`src/rtl/instruction_fetch.sv`:
```
// Fetch sequencer: steps the PC addresser, reads opcode plus up to two operand
// bytes from program memory, hands the instruction to the decoder, reloads PC on branch.
module instruction_fetch #(
  parameter int unsigned MEM_LATENCY = 1
) (
  input  logic        clock,
  input  logic        reset,
  input  logic [7:0]  pc_low,
  input  logic [7:0]  pc_high,
  output logic [4:0]  pc_ctrl,
  output logic [7:0]  pc_data,
  output logic [15:0] mem_addr,
  output logic        mem_rd,
  input  logic [7:0]  mem_data,
  output logic        instr_valid,
  input  logic        instr_ready,
  output logic [7:0]  opcode,
  output logic [15:0] operand,
  input  logic        branch_req,
  input  logic [15:0] branch_addr,
  output logic        branch_ack
);

  localparam int unsigned CNT_W  = 3;
  localparam int unsigned SLOT_W = 2;
  localparam logic [4:0]  PC_INC = 5'b00110;
  localparam logic [4:0]  PC_LDL = 5'b00101;
  localparam logic [4:0]  PC_LDH = 5'b00011;

  typedef enum logic [2:0] {
    S_IDLE, S_ADDR, S_WAIT, S_STEP, S_OUT, S_LDL, S_LDH
  } state_e;

  state_e              state_q, state_d;
  logic [CNT_W-1:0]    wait_q, wait_d;
  logic [SLOT_W-1:0]   slot_q, slot_d;
  logic [7:0]          opcode_q, opcode_d;
  logic [7:0]          op_lo_q, op_lo_d;
  logic [7:0]          op_hi_q, op_hi_d;
  logic [15:0]         target_q, target_d;
  logic [15:0]         addr_q, addr_d;
  logic [4:0]          pc_ctrl_q, pc_ctrl_d;
  logic [7:0]          pc_data_q, pc_data_d;
  logic                mem_rd_q, mem_rd_d;
  logic                instr_valid_q, instr_valid_d;
  logic                branch_ack_q, branch_ack_d;
  logic [SLOT_W-1:0]   n_ops;

  // Operand bytes still owed by the opcode held in the first slot
  always_comb begin
    n_ops = SLOT_W'(2);
    if (opcode_q[7:6] == 2'b00)      n_ops = SLOT_W'(0);
    else if (opcode_q[7:6] == 2'b01) n_ops = SLOT_W'(1);
  end

  always_comb begin
    state_d       = state_q;
    wait_d        = wait_q;
    slot_d        = slot_q;
    opcode_d      = opcode_q;
    op_lo_d       = op_lo_q;
    op_hi_d       = op_hi_q;
    target_d      = target_q;
    addr_d        = addr_q;
    pc_ctrl_d     = 5'b00000;
    pc_data_d     = 8'h00;
    branch_ack_d  = 1'b0;

    unique case (state_q)
      S_IDLE: state_d = S_ADDR;
      S_ADDR: begin
        addr_d  = {pc_high, pc_low};
        wait_d  = CNT_W'(MEM_LATENCY);
        state_d = S_WAIT;
        if (slot_q == SLOT_W'(0)) begin
          opcode_d = 8'h00;
          op_lo_d  = 8'h00;
          op_hi_d  = 8'h00;
        end
      end
      S_WAIT: begin
        wait_d = wait_q - CNT_W'(1);
        if (wait_q == CNT_W'(1)) begin
          unique case (slot_q)
            SLOT_W'(0): opcode_d = mem_data;
            SLOT_W'(1): op_lo_d  = mem_data;
            default:    op_hi_d  = mem_data;
          endcase
          state_d = S_STEP;
        end
      end
      S_STEP: begin
        slot_d  = slot_q + SLOT_W'(1);
        state_d = (slot_q < n_ops) ? S_ADDR : S_OUT;
      end
      S_OUT: begin
        if (instr_ready) begin
          slot_d = SLOT_W'(0);
          if (branch_req) begin
            target_d = branch_addr;
            state_d  = S_LDL;
          end else begin
            state_d = S_ADDR;
          end
        end
      end
      S_LDL:   state_d = S_LDH;
      S_LDH:   state_d = S_ADDR;
      default: state_d = S_IDLE;
    endcase

    // Outputs are registered, so decode them from the state being entered
    mem_rd_d      = (state_d == S_ADDR);
    instr_valid_d = (state_d == S_OUT);
    unique case (state_d)
      S_STEP: pc_ctrl_d = PC_INC;
      S_LDL: begin
        pc_ctrl_d = PC_LDL;
        pc_data_d = target_d[7:0];
      end
      S_LDH: begin
        pc_ctrl_d    = PC_LDH;
        pc_data_d    = target_d[15:8];
        branch_ack_d = 1'b1;
      end
      default: ;
    endcase
  end

  always_ff @(posedge clock or negedge reset) begin
    if (!reset) begin
      state_q       <= S_IDLE;
      wait_q        <= '0;
      slot_q        <= '0;
      opcode_q      <= '0;
      op_lo_q       <= '0;
      op_hi_q       <= '0;
      target_q      <= '0;
      addr_q        <= '0;
      pc_ctrl_q     <= '0;
      pc_data_q     <= '0;
      mem_rd_q      <= 1'b0;
      instr_valid_q <= 1'b0;
      branch_ack_q  <= 1'b0;
    end else begin
      state_q       <= state_d;
      wait_q        <= wait_d;
      slot_q        <= slot_d;
      opcode_q      <= opcode_d;
      op_lo_q       <= op_lo_d;
      op_hi_q       <= op_hi_d;
      target_q      <= target_d;
      addr_q        <= addr_d;
      pc_ctrl_q     <= pc_ctrl_d;
      pc_data_q     <= pc_data_d;
      mem_rd_q      <= mem_rd_d;
      instr_valid_q <= instr_valid_d;
      branch_ack_q  <= branch_ack_d;
    end
  end

  // The PC only settles during ADDR itself, so the address is live then and held after
  assign mem_addr    = (state_q == S_ADDR) ? {pc_high, pc_low} : addr_q;
  assign mem_rd      = mem_rd_q;
  assign pc_ctrl     = pc_ctrl_q;
  assign pc_data     = pc_data_q;
  assign instr_valid = instr_valid_q;
  assign opcode      = opcode_q;
  assign operand     = {op_hi_q, op_lo_q};
  assign branch_ack  = branch_ack_q;

endmodule

```
`config.mk`:
```
export PLATFORM = sky130hd
export DESIGN_NAME = instruction_fetch
export DESIGN_NICKNAME = d
export VERILOG_FILES = /design/src/rtl/instruction_fetch.sv
export SDC_FILE = /design/constraint.sdc
export NUM_CORES = 1
export LEC_CHECK = 0
export BUFFER_PORTS_ARGS = -buffer_cell sky130_fd_sc_hd__buf_2
export CORE_UTILIZATION = 50
export DETAILED_ROUTE_END_ITERATION = 16
export GPL_TIMING_DRIVEN = 0
export PLACE_DENSITY = 0.79
export SETUP_SLACK_MARGIN = 0.5
export SKIP_LAST_GASP = 1
export SYNTH_ARGS = -nofsm -noshare
export SYNTH_HDL_FRONTEND = slang
export SYNTH_SLANG_ARGS = --single-unit
```
`constraint.sdc`:
```
create_clock -name clock -period 1.9 [get_ports clock]
set_input_delay 0.285 -clock clock [delete_from_list [all_inputs] [get_ports clock]]
set_output_delay 0.285 -clock clock [all_outputs]
set_load 0.1 [all_outputs]
```
---- Yosys cells after proc, flatten, opt, wreduce, memory -nomap -nowiden ----
Index checks and enable logic that the tools add are counted.
word-level totals
  bits in registers ....................... 80
  input port bits ......................... 44
  output and inout port bits .............. 56
  word-level logic and storage cells ...... 74
cells by class
  add/sub/neg operators ................... 2
  order comparisons ....................... 1
  eq/ne operators ......................... 20
  mux-type cells .......................... 27
  reductions and logical operators ........ 11
operators by type and width
  kind                                              count
  2-to-1 mux 16 bit                                 4
  case mux 8 bit (2 select lines)                   4
  2-to-1 mux 8 bit                                  7
  == test 3 bit, second input constant              6
  case mux 3 bit (6 select lines)                   1
  2-to-1 mux 3 bit                                  4
  inequality test 2 bit, second input constant      6
  AND reduction 4 bit                               3
  == test 3 x 1 -> 1 bit, second input constant     3
  == test 3 x 2 -> 1 bit, second input constant     3
  case mux 3 bit (3 select lines)                   1
  2-to-1 mux 2 bit                                  3
  case mux 3 bit (2 select lines)                   1
  == test 2 x 1 -> 1 bit, second input constant     2
  zero test 2 bit                                   2
  case mux 2 bit (2 select lines)                   1
  nonzero test 2 bit                                2
  OR reduction 2 bit                                2
  zero test 3 bit                                   1
  subtractor 3 x 1 -> 3 bit, second input constant  1
  adder 2 x 1 -> 2 bit, second input constant       1
  less-than comparator 2 bit                        1
  AND reduction 2 bit                               1
  2-to-1 mux 1 bit                                  1

---- Longest topological paths before layout ----
Gate-level depths: netlist of the first run.
  depth in word-level cells ............... 8
  depth in mapped cells ................... 7
  mapped depth without buffers ............ 5

---- Worst setup path before layout of the first run ----
Ideal clock, no wire load.
  path kind ............................... register to register
  start point ............................. register opcode_q[7], in the netlist opcode[7]
  end point ............................... register state_q[2]
  setup time .............................. 0.136 ns
  arrival ................................. 2.108 ns
  data required time ...................... 1.764 ns
  setup slack ............................. -0.344 ns
  cell stages (with the launch flop) ...... 6
  buffers on the path ..................... 0
  clock period less this slack ............ 2.244 ns
  cell sequence ........................... dfrtp_1 > inv_1 > ha_1 > or4b_2 > o211ai_1 > o211ai_1
on the way
  word-level cells in the longest chain between the ends .. 6
  elaborated cells on any way between the ends .. 7
  those cells by class .................... order compare (1); eq/ne (1); mux (4); reduce/logical (1)
ends and longest elaborated chain
  what                               line  source
  start: declaration                 37    logic [7:0] opcode_q, opcode_d;
  start signal: assignment           149   opcode_q <= opcode_d;
  == test 2 x 1 -> 1 bit             53    else if (opcode_q[7:6] == 2'b01) n_ops = SLOT_W'(1);
  2-to-1 mux 2 bit                   53
  2-to-1 mux 2 bit *                 52    if (opcode_q[7:6] == 2'b00) n_ops = SLOT_W'(0);
  less-than comparator 2 bit *       94    state_d = (slot_q < n_ops) ? S_ADDR : S_OUT;
  2-to-1 mux 3 bit *                 94
  case mux 3 bit (6 select lines) *  69    unique case (state_q)
  net state_d[2]                     34    state_e state_q, state_d;
  end signal: assignment             146   state_q <= state_d;
  end: declaration                   34
Mark *: on every way through the listed nets, which the timed path passes. The rest lies on a longest branch.
A chain may end at the register's enable or synchronous reset.

---- Worst setup path after layout of the first run ----
  start point ............................. register state_q[1]
  end point ............................... output port mem_addr[4]
on the way
  word-level cells in the longest chain between the ends .. 2
ends and longest elaborated chain
  what                    line  source
  == test 3 x 1 -> 1 bit  163   assign mem_addr = (state_q == S_ADDR) ? {pc_high, pc_low} : addr_q;
  2-to-1 mux 16 bit       --
  end: declaration        12    output logic [15:0] mem_addr,
Every way passes these cells.

==> results of run 1 <==
-- kinds of logic after synthesis --
logic type / count (synthesis)
adders and majority gates: 5
muxes: 40
and+or+nand+nor: 48
buffers and inverters: 30
AOI/OAI and AO/OA: 42
other: 1
DFF: 70
-- final cells by class --
| type | instances | area share |
|---|---|---|
| buffer | 13 | 0.0333 |
| clock buffer | 10 | 0.0296 |
| clock inverter | 6 | 0.0180 |
| inverter | 17 | 0.0142 |
| multi-input combinational | 137 | 0.288 |
| sequential | 70 | 0.378 |
| tap | 75 | 0.0202 |
| timing repair buffer | 126 | 0.219 |
-- worst register-to-register path: cells and delay by family (launching register included) --
family                 cells  cell delay, ps
multiplexers               1             320
AND/OR/NAND/NOR            2             430
buffers and inverters      3             440
flip-flops                 1             390
-- cells in the final DEF, fill, tap and decap left out, types with 7 or more instances in the layout --
| cell type | count |
|---|---|
| a21oi_1 | 8 |
| a22o_1 | 16 |
| buf_2 | 49 |
| buf_4 | 40 |
| buf_6 | 31 |
| clkbuf_4 | 7 |
| clkbuf_8 | 11 |
| dfrtp_1 | 65 |
| inv_1 | 13 |
| mux2_4 | 21 |
| mux2i_1 | 16 |
| nand2_1 | 14 |
| nand2_2 | 7 |
-- metal layers --
metal  global-route usage  up-vias  part of all wire
met1                0.296     1230              0.39
met4               0.0839        0             0.025
li1                     -     1097                 -
met3               0.0674       20             0.063
met5                    0        -                 0
met2                0.442      108              0.52
-- through the flow --
step | std cells | utilization
floorplan | 237 | -
global placement | 409 | 0.630
detailed placement | 409 | 0.631
CTS | 447 | 0.754
global route | 454 | 0.791
finish | 454 | 0.791
-- worst paths after layout --
check | slack, ps | cells after the start | end
setup / recovery | -110 | 5 | mem_addr[4]
hold / removal | 60 | 1 | pc_data[0]$_DFF_PN0_
setup reg to reg | 200 | 6 | target_q[14]$_DFF_PN0_
hold reg to reg | 510 | 1 | addr_q[7]$_DFF_PN0_
max in group asynchronous | 1190 | 1 | opcode[7]$_DFFE_PN0P_
min in group clock | 180 | 2 | target_q[10]$_DFF_PN0_
-- state kept, by name, summed over array words and instances, names as in the netlist, 2 cells and up --
register and count:
wait_q 3, slot_q 2, pc_data 8, opcode 8, op_lo_q 8, state_q 3
addr_q 16, op_hi_q 8, pc_ctrl 3, target_q 8
-- what timing repair did --
| item | 4_1_cts | 5_1_grt |
|---|---|---|
| gates cloned | 1 | 1 |
| resized for setup | 96 | 42 |
| hold buffers | 0 | 0 |
| pin swaps | 21 | 17 |
| buffers inserted | 21 | 6 |
| setup endpoints to repair | 94 | 73 |
==> impl_metrics.json, run 1 <==
{
  "fillerInstances": 322,
  "synth_top_family_by_area": "multiplexers",
  "relSlewSlack": 0.433,
  "grt_pass1_wl_mm": 12.1,
  "io_buffers": 97,
  "worstSetupPathType": "flip-flop to primary output",
  "numCtsBuffers": 9,
  "clkTransAtPathRegs_ps": 80,
  "rsz0062_at_grt": "true",
  "routed_wl_mm": 8.82,
  "drc": 1,
  "period_needed_ps": 2010,
  "seqCellArea_um2": 1760,
  "drive_above_1_share": 0.567,
  "crit_family": "flip-flops",
  "rows": 28,
  "gp_congestion": 0.837,
  "skew_ps": 12.4,
  "path_cells": "nand2b_4, nor2_4, buf_4, mux2_2, buf_6",
  "worst_path_largest_cell_delay_ps": 390,
  "synth_top_area_cell": "dfrtp_1",
  "timing.rr.start": "state_q[1]$_DFF_PN0_",
  "nets": 423,
  "yosysSeqAreaShare": 0.578,
  "yosysTopAreaCellShare": 0.578,
  "async_flop_share": 1.00,
  "syn_area_per_cell_um2": 12.9,
  "grt_pass1_vias": 2435,
  "h-tree-depth": 3,
  "ys_types": 45,
  "postRouteAntennaNets": 0,
  "insertion_delay_ps": 340,
  "synth-seq-cells": 70,
  "cts.sinks": 70,
  "synthFlopType": "dfrtp_1",
  "die-area_um2": 6380,
  "hold_viol": 0,
  "synth_fa_ha_area_frac": 0.0206,
  "first_iter_violations": 139,
  "overflow": 0,
  "synthXorXnorAreaFrac": 0,
  "clock_path_buffers": 2,
  "critPathSlowestCell": "dfrtp_1",
  "fin_area_um2": 4650,
  "period_share": 1.06,
  "diodes": 0,
  "synth_edf_count": 0,
  "hp-class": "input pin to async pin",
  "wl_per_cell_um": 19.4,
  "clockRootBuffer": "clkbuf_8",
  "netlist_area_um2": 3030,
  "crit_fanout": 3,
  "fmax_mhz": 497,
  "grtUsageTotal": 0.251,
  "worst-slew-pin-transition_ps": 850,
  "arrival_ps": 1730,
  "cap_violations": 0,
  "startpoint": "state_q[1]$_DFF_PN0_",
  "dpl_cell_area_um2": 3710,
  "end_kind": "primary output",
  "chipWidth_um": 79.9,
  "synth_most_common_cell": "dfrtp_1",
  "vias": 2455,
  "slew_violations": 0,
  "post-place-ws_ps": -46.3,
  "violations": "design-rule violations, negative setup slack",
  "synth-compound-area-share": 0.101,
  "synthMuxAreaShare": 0.151,
  "cts_tree": "built",
  "start_kind": "flip-flop",
  "synthSimpleGateAreaFrac": 0.0965,
  "avgViaCountPerCell": 5.41,
  "crit_required_ps": 1620,
  "antenna_found_initial": 0,
  "pin_count": 100,
  "grt_max_degree": 71,
  "final-setup-viol-count": 16,
  "drtPass1Iterations": 10,
  "die_h_um": 79.9,
  "start_util": 0.515,
  "yosys-top-cells-count": "dfrtp_1, nand2_1, mux2_2",
  "syn_to_final_growth_pct": 53.5,
  "hold-worst-slack_ps": 57.6,
  "multiInputGateArea_um2": 1340,
  "place_hpwl_mm": 4.51,
  "core_area_um2": 5890,
  "yosys_warnings": 0,
  "timing.final.ws_setup_ps": -112,
  "netlist_top_cells_area": "dfrtp_1, mux2_2, mux2i_1",
  "outcome": "finished with violations",
  "netlist_instances": 236,
  "critPathBufInv": 2,
  "fin_tns_setup_ps": -1380
}
Power of run 1 is left out: the tool's default activity adds up to more than one toggle a clock period on the data nets, which glitch-free logic cannot reach.
==> run 2: changes to the inputs <==
--- a/config.mk
+++ b/config.mk
@@ -6,10 +6,9 @@
 export NUM_CORES = 1
 export LEC_CHECK = 0
 export BUFFER_PORTS_ARGS = -buffer_cell sky130_fd_sc_hd__buf_2
-export CORE_UTILIZATION = 50
+export CORE_UTILIZATION = 25
 export DETAILED_ROUTE_END_ITERATION = 16
 export GPL_TIMING_DRIVEN = 0
-export PLACE_DENSITY = 0.79
 export SETUP_SLACK_MARGIN = 0.5
 export SKIP_LAST_GASP = 1
 export SYNTH_ARGS = -nofsm -noshare
==> run 2 against run 1 <==
- the run still ends with design-rule violations, negative setup slack left
- hold slack improved by 130 ps
- global-route usage fell by 12 points
- die area rose by 97%
- final cell count rose by 14%
- clock skew fell by 4.7 ps
- first-iteration DRC count fell by 17%
- flip-flop and latch count did not move
- clock-buffer cell count fell by 1
- wire length fell by 12%
- critical path depth did not move
- critical endpoint is now mem_addr[5]
==> impl_metrics.json, run 2 (synthesis results as in run 1) <==
{
  "slew_violations": 0,
  "overflow": 0,
  "wl_per_cell_um": 14.9,
  "timing.final.ws_setup_ps": -70.8,
  "crit_required_ps": 1620,
  "rsz0062_at_grt": "true",
  "worstSetupEndpoint": "mem_addr[5]",
  "avgViaCountPerCell": 4.47,
  "startpoint": "state_q[1]$_DFF_PN0_",
  "outcome": "finished with violations",
  "crit_fanout": 10,
  "final_cell_mix": "dfrtp_1, buf_2, buf_4",
  "drc": 9,
  "grt.met2_usage": 0.212,
  "final-setup-viol-count": 16,
  "place_hpwl_mm": 4.95,
  "gr-max-usage-layer": "met2",
  "rows": 39,
  "final_common_cell": "dfrtp_1",
  "chipWidth_um": 112,
  "post-place-cells": 478,
  "antenna_found_initial": 0,
  "critPathSlowestCell": "dfrtp_1",
  "finish.utilization": 0.411,
  "h-tree-depth": 3,
  "worst_path_largest_cell_delay_ps": 380,
  "worstSetupPathType": "flip-flop to primary output",
  "core_area_um2": 11600,
  "pin_count": 100,
  "cts_tree": "built",
  "first_iter_violations": 115,
  "timing.rr.start": "state_q[1]$_DFF_PN0_",
  "ff2ff_path_depth": 6,
  "largest_reg_flops": 16,
  "nets": 418,
  "routed_wl_mm": 7.72,
  "min_path_cells": 2,
  "period_share": 1.04,
  "io_buffers": 97,
  "hold_viol": 0,
  "numCtsBuffers": 9,
  "regMostFlops": "addr_q",
  "path_cells": "nand2b_4, nor2_4, buf_12, mux2_4, buf_6",
  "drive_above_1_share": 0.548,
  "grtUsageMet3": 0.0389,
  "fillerInstances": 1108,
  "fin_cells": 517,
  "hp-class": "input pin to flip-flop",
  "start_util": 0.261,
  "grt_max_degree": 62,
  "r2r_end": "target_q[14]$_DFF_PN0_",
  "grt_pass1_wl_mm": 12.8,
  "postRouteAntennaNets": 0,
  "met1_usage": 0.166,
  "fin_tns_setup_ps": -862,
  "clock_path_buffers": 2,
  "clkTransAtPathRegs_ps": 60,
  "r2r_slack_ps": 270,
  "multiInputGateArea_um2": 1340,
  "syn_to_final_growth_pct": 57.3,
  "fmax_mhz": 507,
  "post-place-ws_ps": -59.3,
  "skew_ps": 7.78,
  "clockRootBuffer": "clkbuf_16",
  "grt_pass1_vias": 2506,
  "period_needed_ps": 1970,
  "gp_congestion": 0.790,
  "vias": 2310,
  "violations": "design-rule violations, negative setup slack",
  "cts.sinks": 70,
  "end_kind": "primary output",
  "arrival_ps": 1690,
  "cap_violations": 0,
  "die_h_um": 112,
  "drtPass1Iterations": 10,
  "die-area_um2": 12600,
  "insertion_delay_ps": 330,
  "start_kind": "flip-flop",
  "diodes": 0,
  "seqCellArea_um2": 1760,
  "grtUsageTotal": 0.130
}
-- run 2: changes by cell type in the layout (fill, tap and decap cells not counted), sizes merged --
| cell | previous run | this run |
|---|---|---|
| dlygate4sd3 | 0 | 1 |
| clkinvlp | 0 | 1 |
| inv | 18 | 17 |
| clkinv | 3 | 4 |
| clkbuf | 19 | 22 |
| buf | 130 | 120 |
-- run 2: routing by layer --
layer,vias up,share of wire
li1,1084,-
met1,1134,0.44
met2,79,0.49
met3,13,0.051
met4,0,0.020
met5,-,0
-- run 2: worst max-delay path, delay by kind of cell, from the launching register on --
family,cells,cell delay (ps)
simple gates,2,300
flops,1,380
mux,1,320
buf+inv,2,360
-- run 2: how the worst min path moves through the flow --
stage / slack, ps / to / start
after global routing: 180 / target_q[9]$_DFF_PN0_ / branch_addr[9]
after detailed placement: 130 / addr_q[8]$_DFF_PN0_ / reset
after floorplan: -10 / addr_q[0]$_DFF_PN0_ / reset
after global placement: 470 / pc_data[6]$_DFF_PN0_ / target_q[14]$_DFF_PN0_
final: 190 / opcode[1]$_DFFE_PN0P_ / mem_data[1]
after CTS: 180 / target_q[9]$_DFF_PN0_ / branch_addr[9]
-- run 2: repair_timing --
action,4_1_cts,5_1_grt
pin swaps,24,10
resized for setup,90,34
endpoints found under the setup margin,83,77
endpoints found under the hold margin,9,0
hold buffers,1,0
gates cloned,0,0
buffers inserted,18,4
-- run 2: final cells by class --
cell class / count / area share
well taps: 143 / 0.0375
repair buffers: 121 / 0.198
clock inverters: 7 / 0.0207
flip-flops and latches: 70 / 0.369
clock buffers: 9 / 0.0472
multi-input cells: 137 / 0.281
inverters: 17 / 0.0134
plain buffers: 13 / 0.0333
-- run 2: metrics by stage --
stage	instance area [um^2]	hold slack [ps]
detailed placement	3820	132
floorplan	3130	-10.6
global placement	3790	470
finish	4770	190
CTS	4640	176
global route	4770	183
Power of run 2 is left out for the same reason.
